<file path="src/rtl/loop_monitor_pkg.sv">
// Shared types and default parameters for the feedback-loop observer.
package loop_monitor_pkg;

    typedef enum logic [1:0] {IDLE, MEASURE, DONE} lm_state_t;

    localparam int unsigned DEF_SYNC_STAGES   = 2;
    localparam int unsigned DEF_CNT_W         = 16;
    localparam int unsigned DEF_WINDOW        = 256;
    localparam int unsigned DEF_STABLE_CYCLES = 8;

endpackage

</file>
<file path="src/rtl/bit_synchronizer.sv">
// Multi-stage flop synchronizer for asynchronous level inputs; synchronous active-low reset.
module bit_synchronizer
    import loop_monitor_pkg::*;
#(
    parameter int unsigned STAGES = DEF_SYNC_STAGES,
    parameter int unsigned WIDTH  = 1
) (
    input  logic             clk,
    input  logic             reset,
    input  logic [WIDTH-1:0] d,
    output logic [WIDTH-1:0] q
);

    logic [WIDTH-1:0] stage [STAGES];

    always_ff @(posedge clk) begin
        if (!reset) begin
            for (int unsigned i = 0; i < STAGES; i++) stage[i] <= '0;
        end else begin
            stage[0] <= d;
            for (int unsigned i = 1; i < STAGES; i++) stage[i] <= stage[i-1];
        end
    end

    assign q = stage[STAGES-1];

endmodule

</file>
<file path="src/rtl/loop_monitor.sv">
// Observer for the combinational loop stage: synchronizes a/b/c/y, detects y edges,
// flags stability and counts y transitions over a start-armed measurement window.
module loop_monitor
    import loop_monitor_pkg::*;
#(
    parameter int unsigned SYNC_STAGES   = DEF_SYNC_STAGES,
    parameter int unsigned CNT_W         = DEF_CNT_W,
    parameter int unsigned WINDOW        = DEF_WINDOW,
    parameter int unsigned STABLE_CYCLES = DEF_STABLE_CYCLES
) (
    input  logic             clk,
    input  logic             reset,
    input  logic             a,
    input  logic             b,
    input  logic             c,
    input  logic             y,
    input  logic             start,
    output logic [2:0]       abc_sync,
    output logic             y_sync,
    output logic             y_rise,
    output logic [CNT_W-1:0] toggle_count,
    output logic             count_valid,
    output logic             busy,
    output logic             stable,
    output logic             oscillating
);

    localparam int unsigned WIN_W = $clog2(WINDOW);
    localparam int unsigned STB_W = $clog2(STABLE_CYCLES + 1);
    localparam logic [WIN_W-1:0] WIN_LAST = WIN_W'(WINDOW - 1);
    localparam logic [STB_W-1:0] STB_MAX  = STB_W'(STABLE_CYCLES);
    localparam logic [CNT_W-1:0] CNT_MAX  = '1;

    logic [3:0]       sync_q;
    logic             y_d;
    logic             y_evt;
    lm_state_t        state;
    logic [CNT_W-1:0] edge_cnt;
    logic [CNT_W-1:0] edge_cnt_next;
    logic [WIN_W-1:0] win_cnt;
    logic [STB_W-1:0] stb_cnt;

    bit_synchronizer #(
        .STAGES (SYNC_STAGES),
        .WIDTH  (4)
    ) u_sync (
        .clk   (clk),
        .reset (reset),
        .d     ({a, b, c, y}),
        .q     (sync_q)
    );

    assign abc_sync = sync_q[3:1];
    assign y_sync   = sync_q[0];
    assign y_rise   = y_sync & ~y_d;
    assign y_evt    = y_sync ^ y_d;
    assign busy     = (state == MEASURE);
    assign stable   = (stb_cnt == STB_MAX);

    // Saturating increment; also feeds toggle_count so the last MEASURE cycle's event is included.
    assign edge_cnt_next = (y_evt && edge_cnt != CNT_MAX) ? edge_cnt + 1'b1 : edge_cnt;

    always_ff @(posedge clk) begin
        if (!reset) begin
            y_d     <= 1'b0;
            stb_cnt <= '0;
        end else begin
            y_d <= y_sync;
            if (y_evt)                stb_cnt <= '0;
            else if (stb_cnt != STB_MAX) stb_cnt <= stb_cnt + 1'b1;
        end
    end

    always_ff @(posedge clk) begin
        if (!reset) begin
            state        <= IDLE;
            edge_cnt     <= '0;
            win_cnt      <= '0;
            toggle_count <= '0;
            count_valid  <= 1'b0;
            oscillating  <= 1'b0;
        end else begin
            count_valid <= 1'b0;
            unique case (state)
                IDLE, DONE: begin
                    if (start) begin
                        state    <= MEASURE;
                        edge_cnt <= '0;
                        win_cnt  <= '0;
                    end
                end
                MEASURE: begin
                    edge_cnt <= edge_cnt_next;
                    if (win_cnt == WIN_LAST) begin
                        state        <= DONE;
                        toggle_count <= edge_cnt_next;
                        count_valid  <= 1'b1;
                        oscillating  <= (edge_cnt_next >= CNT_W'(2));
                    end else begin
                        win_cnt <= win_cnt + 1'b1;
                    end
                end
                default: state <= IDLE;
            endcase
        end
    end

endmodule
</file>
<file path="config.mk">
export PLATFORM = sky130hd
export DESIGN_NAME = loop_monitor
export DESIGN_NICKNAME = d
export VERILOG_FILES = /design/src/rtl/loop_monitor_pkg.sv /design/src/rtl/bit_synchronizer.sv /design/src/rtl/loop_monitor.sv
export SDC_FILE = /design/constraint.sdc
export NUM_CORES = 1
export LEC_CHECK = 0
export CORE_MARGIN = 2
export CORE_UTILIZATION = 51
export DETAILED_ROUTE_END_ITERATION = 7
export PLACE_DENSITY = 0.83
export SYNTH_ARGS = -nofsm -noshare
export SYNTH_HDL_FRONTEND = slang
export SYNTH_SLANG_ARGS = --single-unit
</file>
<file path="constraint.sdc">
create_clock -name clk -period 2 [get_ports clk]
set_input_delay 0.3 -clock clk [delete_from_list [all_inputs] [get_ports clk]]
set_output_delay 0.3 -clock clk [all_outputs]
set_load 0.005 [all_outputs]
</file>
==> flow_summary.yaml <==
run_status:
  status: "complete, no violations"
cts:
  cts_root_buf: "clkbuf_8"
  clk_latency_ps: 350
  cts_tree: "done"
  numClockSinks: 57
  h-tree-depth: 3
  cts_hold_buf: 0
  cts.clk_slew.worst_paths_ps: 70
  cts_made_buffers: 9
  clock_path_buffers: 2
cells_and_area:
  layout.cells.non_filler: 463
  fin_util_pct: 67.2
  final_cell_mix: "54 x dfxtp_1, 43 x nor2_1, 33 x buf_4"
  antenna_cells: 0
  fillCellCount: 442
  nets: 398
  drive_above_1_share_pct: 22.3
  layout_commonest_cell: "dfxtp_1"
  syn2layout_area_growth_pct: 26.5
die:
  core_area_um2: 5510
  die_w_um: 79.7
  fp-row-count: 27
  design.die.area_um2: 6360
  io_pins: 32
  dieHeight_um: 79.7
  start_util_pct: 53.1
routing:
  antenna_left: 0
  dr.pass1.iters: 4
  drt-initial-drc-count: 155
  wire_per_inst_um: 15.3
  vias_per_cell: 5.63
  post-route-drc-count: 0
  routed_wirelength_um: 7080
  vias: 2607
placed_design:
  dp_cells: 445
  io_buffers: 31
  place_hpwl_um: 4840
  gp_congestion: 0.970
yosys:
  ys.flop_type: "dfxtp_1"
  synth.distinct_cells: 62
  synth_seq_area_share_pct: 39.0
  ys_async_sr_fraction_pct: 0
  yosys_warnings: 0
  synth_edf_count: 0
  synth_nets: 349
  syn_avg_cell_area_um2: 8.68
  synth-seq-cells: 57
  synth_area_um2: 2930
  postSynthCellCount: 337
timing:
  hold_slack_ps: 432
  fmax_mhz: 504
  slew-limit-headroom_pct: 71.9
  setup_viol: 0
  fin_skew_ps: 6.17
  finalSetupTns_ps: 0
  finalHoldViolations: 0
  worst_pin_slew_ps: 421
  period_share_pct: 99.2
  rsz0062_at_grt: "yes"
  maxSlewViolCount: 0
  min_period_ps: 1980
critical_path:
  arrival_ps: 2230
  crit_path_max_fanout: 5
  crit_required_ps: 2250
  critical_path_class: "flip-flop to flip-flop"
  critPathCaptureType: "flip-flop"
  crit_path_start_kind: "flip-flop"
grt:
  grt_usage_pct: 23.7
  grt_pass1_vias: 2478
  grt_pass1_wl_um: 11600
  grt_max_degree: 33
  grt_overflow: 0
  antenna_found_initial: 0
power:
  peakVddDrop_v: 0.000377
  p_leak_nw: 1.34
  total_power_w: 0.00224
  powerDensity_nw_per_um2: 607
run:
  maxCapViolCount: 0
min_path:
  hold_class: "flip-flop to flip-flop"
-- critical path, cell delays in order, from the launching register on --
cell,delay [ps]
dfxtp_2,330
inv_2,40
ha_4,280
nand4b_4,170
nor2_2,70
or4_4,500
a21oi_4,170
nand4_1,100
o221a_1,220
-- cells by family after synthesis --
family                   after synthesis  share of synthesized area, %
adder cells (fa/ha/maj)                5                          2.14
flip-flops                            57                          39.0
AO/OA/AOI/OAI                         72                          16.6
XOR/XNOR                              21                          6.29
multiplexers                           4                          1.41
AND/OR/NAND/NOR                      144                          28.0
buffers and inverters                 34                          6.59
-- per-stage QoR --
stage	area, um2	setup slack (ps)
after floorplan	2940	9.31
after global placement	3420	10.3
after detailed placement	3420	-106
after CTS	3600	3.74
after global routing	3700	-51.6
final	3700	15.4
-- flip-flops by register name (all words and copies together), names as in the netlist --
register      count
u_sync.stage      8
win_cnt           8
edge_cnt         16
stb_cnt           4
y_d               1
oscillating       1
count_valid       1
state             2
toggle_count     16
-- routing by layer --
metal | part of all wire (%) | wire length, um | global-route usage, % | vias to the layer above
li1 | - | - | - | 1289
met1 | 43 | 3050 | 29.6 | 1205
met2 | 49 | 3440 | 37.8 | 93
met3 | 5.1 | 363 | 4.86 | 20
met4 | 3.1 | 221 | 13.4 | 0
met5 | 0 | 0 | 0 | -
-- layout make-up --
type,count,area [um2],area share (%)
flip-flops and latches,57,1140,30.9
clock buffers,10,128,3.45
inverters,7,26.3,0.710
well taps,72,90.1,2.43
clock inverters,6,35.0,0.947
repair buffers,65,569,15.4
multi-input cells,246,1710,46.1
-- power breakdown --
part	internal, W	switching (W)	leakage, nW
registers	0.00115	0.0000104	0.463
logic	0.0000720	0.0000971	0.792
clock network	0.000439	0.000474	0.0818
total	0.00166	0.000581	1.34
-- cell usage after synthesis, types with 2 or more instances --
cell type,n,area [um2]
a211oi_1,10,75.1
a21oi_1,22,110
a22oi_1,3,22.5
a311oi_1,3,26.3
a31oi_1,3,18.8
and2_1,10,62.6
and3_1,5,31.3
and4_1,4,35.0
buf_2,2,10.0
buf_4,7,52.6
buf_6,4,45.0
clkbuf_1,11,41.3
clkbuf_2,2,10.0
dfxtp_1,57,1140
ha_1,5,62.6
inv_1,6,22.5
mux2i_1,3,30.0
nand2_1,21,78.8
nand2b_1,4,25.0
nand3_1,9,45.0
nand3_2,2,20.0
nand4_1,7,43.8
nand4_2,2,25.0
nor2_1,46,173
nor2b_1,3,18.8
nor3_1,9,45.0
nor3b_1,3,22.5
nor4_1,3,18.8
o2111ai_1,2,17.5
o211a_1,2,20.0
o211ai_1,2,15.0
o21a_1,2,15.0
o21ai_0,15,75.1
xnor2_1,13,114
xor2_1,8,70.1
-- final timing paths --
kind | from | endpoint | slack, ps | depth (start not counted)
setup / recovery | y_d | oscillating | 20 | 8
hold / removal | u_sync.stage[0][0] | u_sync.stage[0][4] | 430 | 1
setup reg to reg | y_d | oscillating | 20 | 8
hold reg to reg | u_sync.stage[0][0] | u_sync.stage[0][4] | 430 | 1
-- timing repair --
| item | 4_1_cts | 5_1_grt |
|---|---|---|
| gates resized for setup | 5 | 25 |
| setup buffers | 0 | 2 |
| pin swaps | 1 | 10 |
| endpoints found under the setup margin | 5 | 16 |
(Power assumes the default switching activity.)
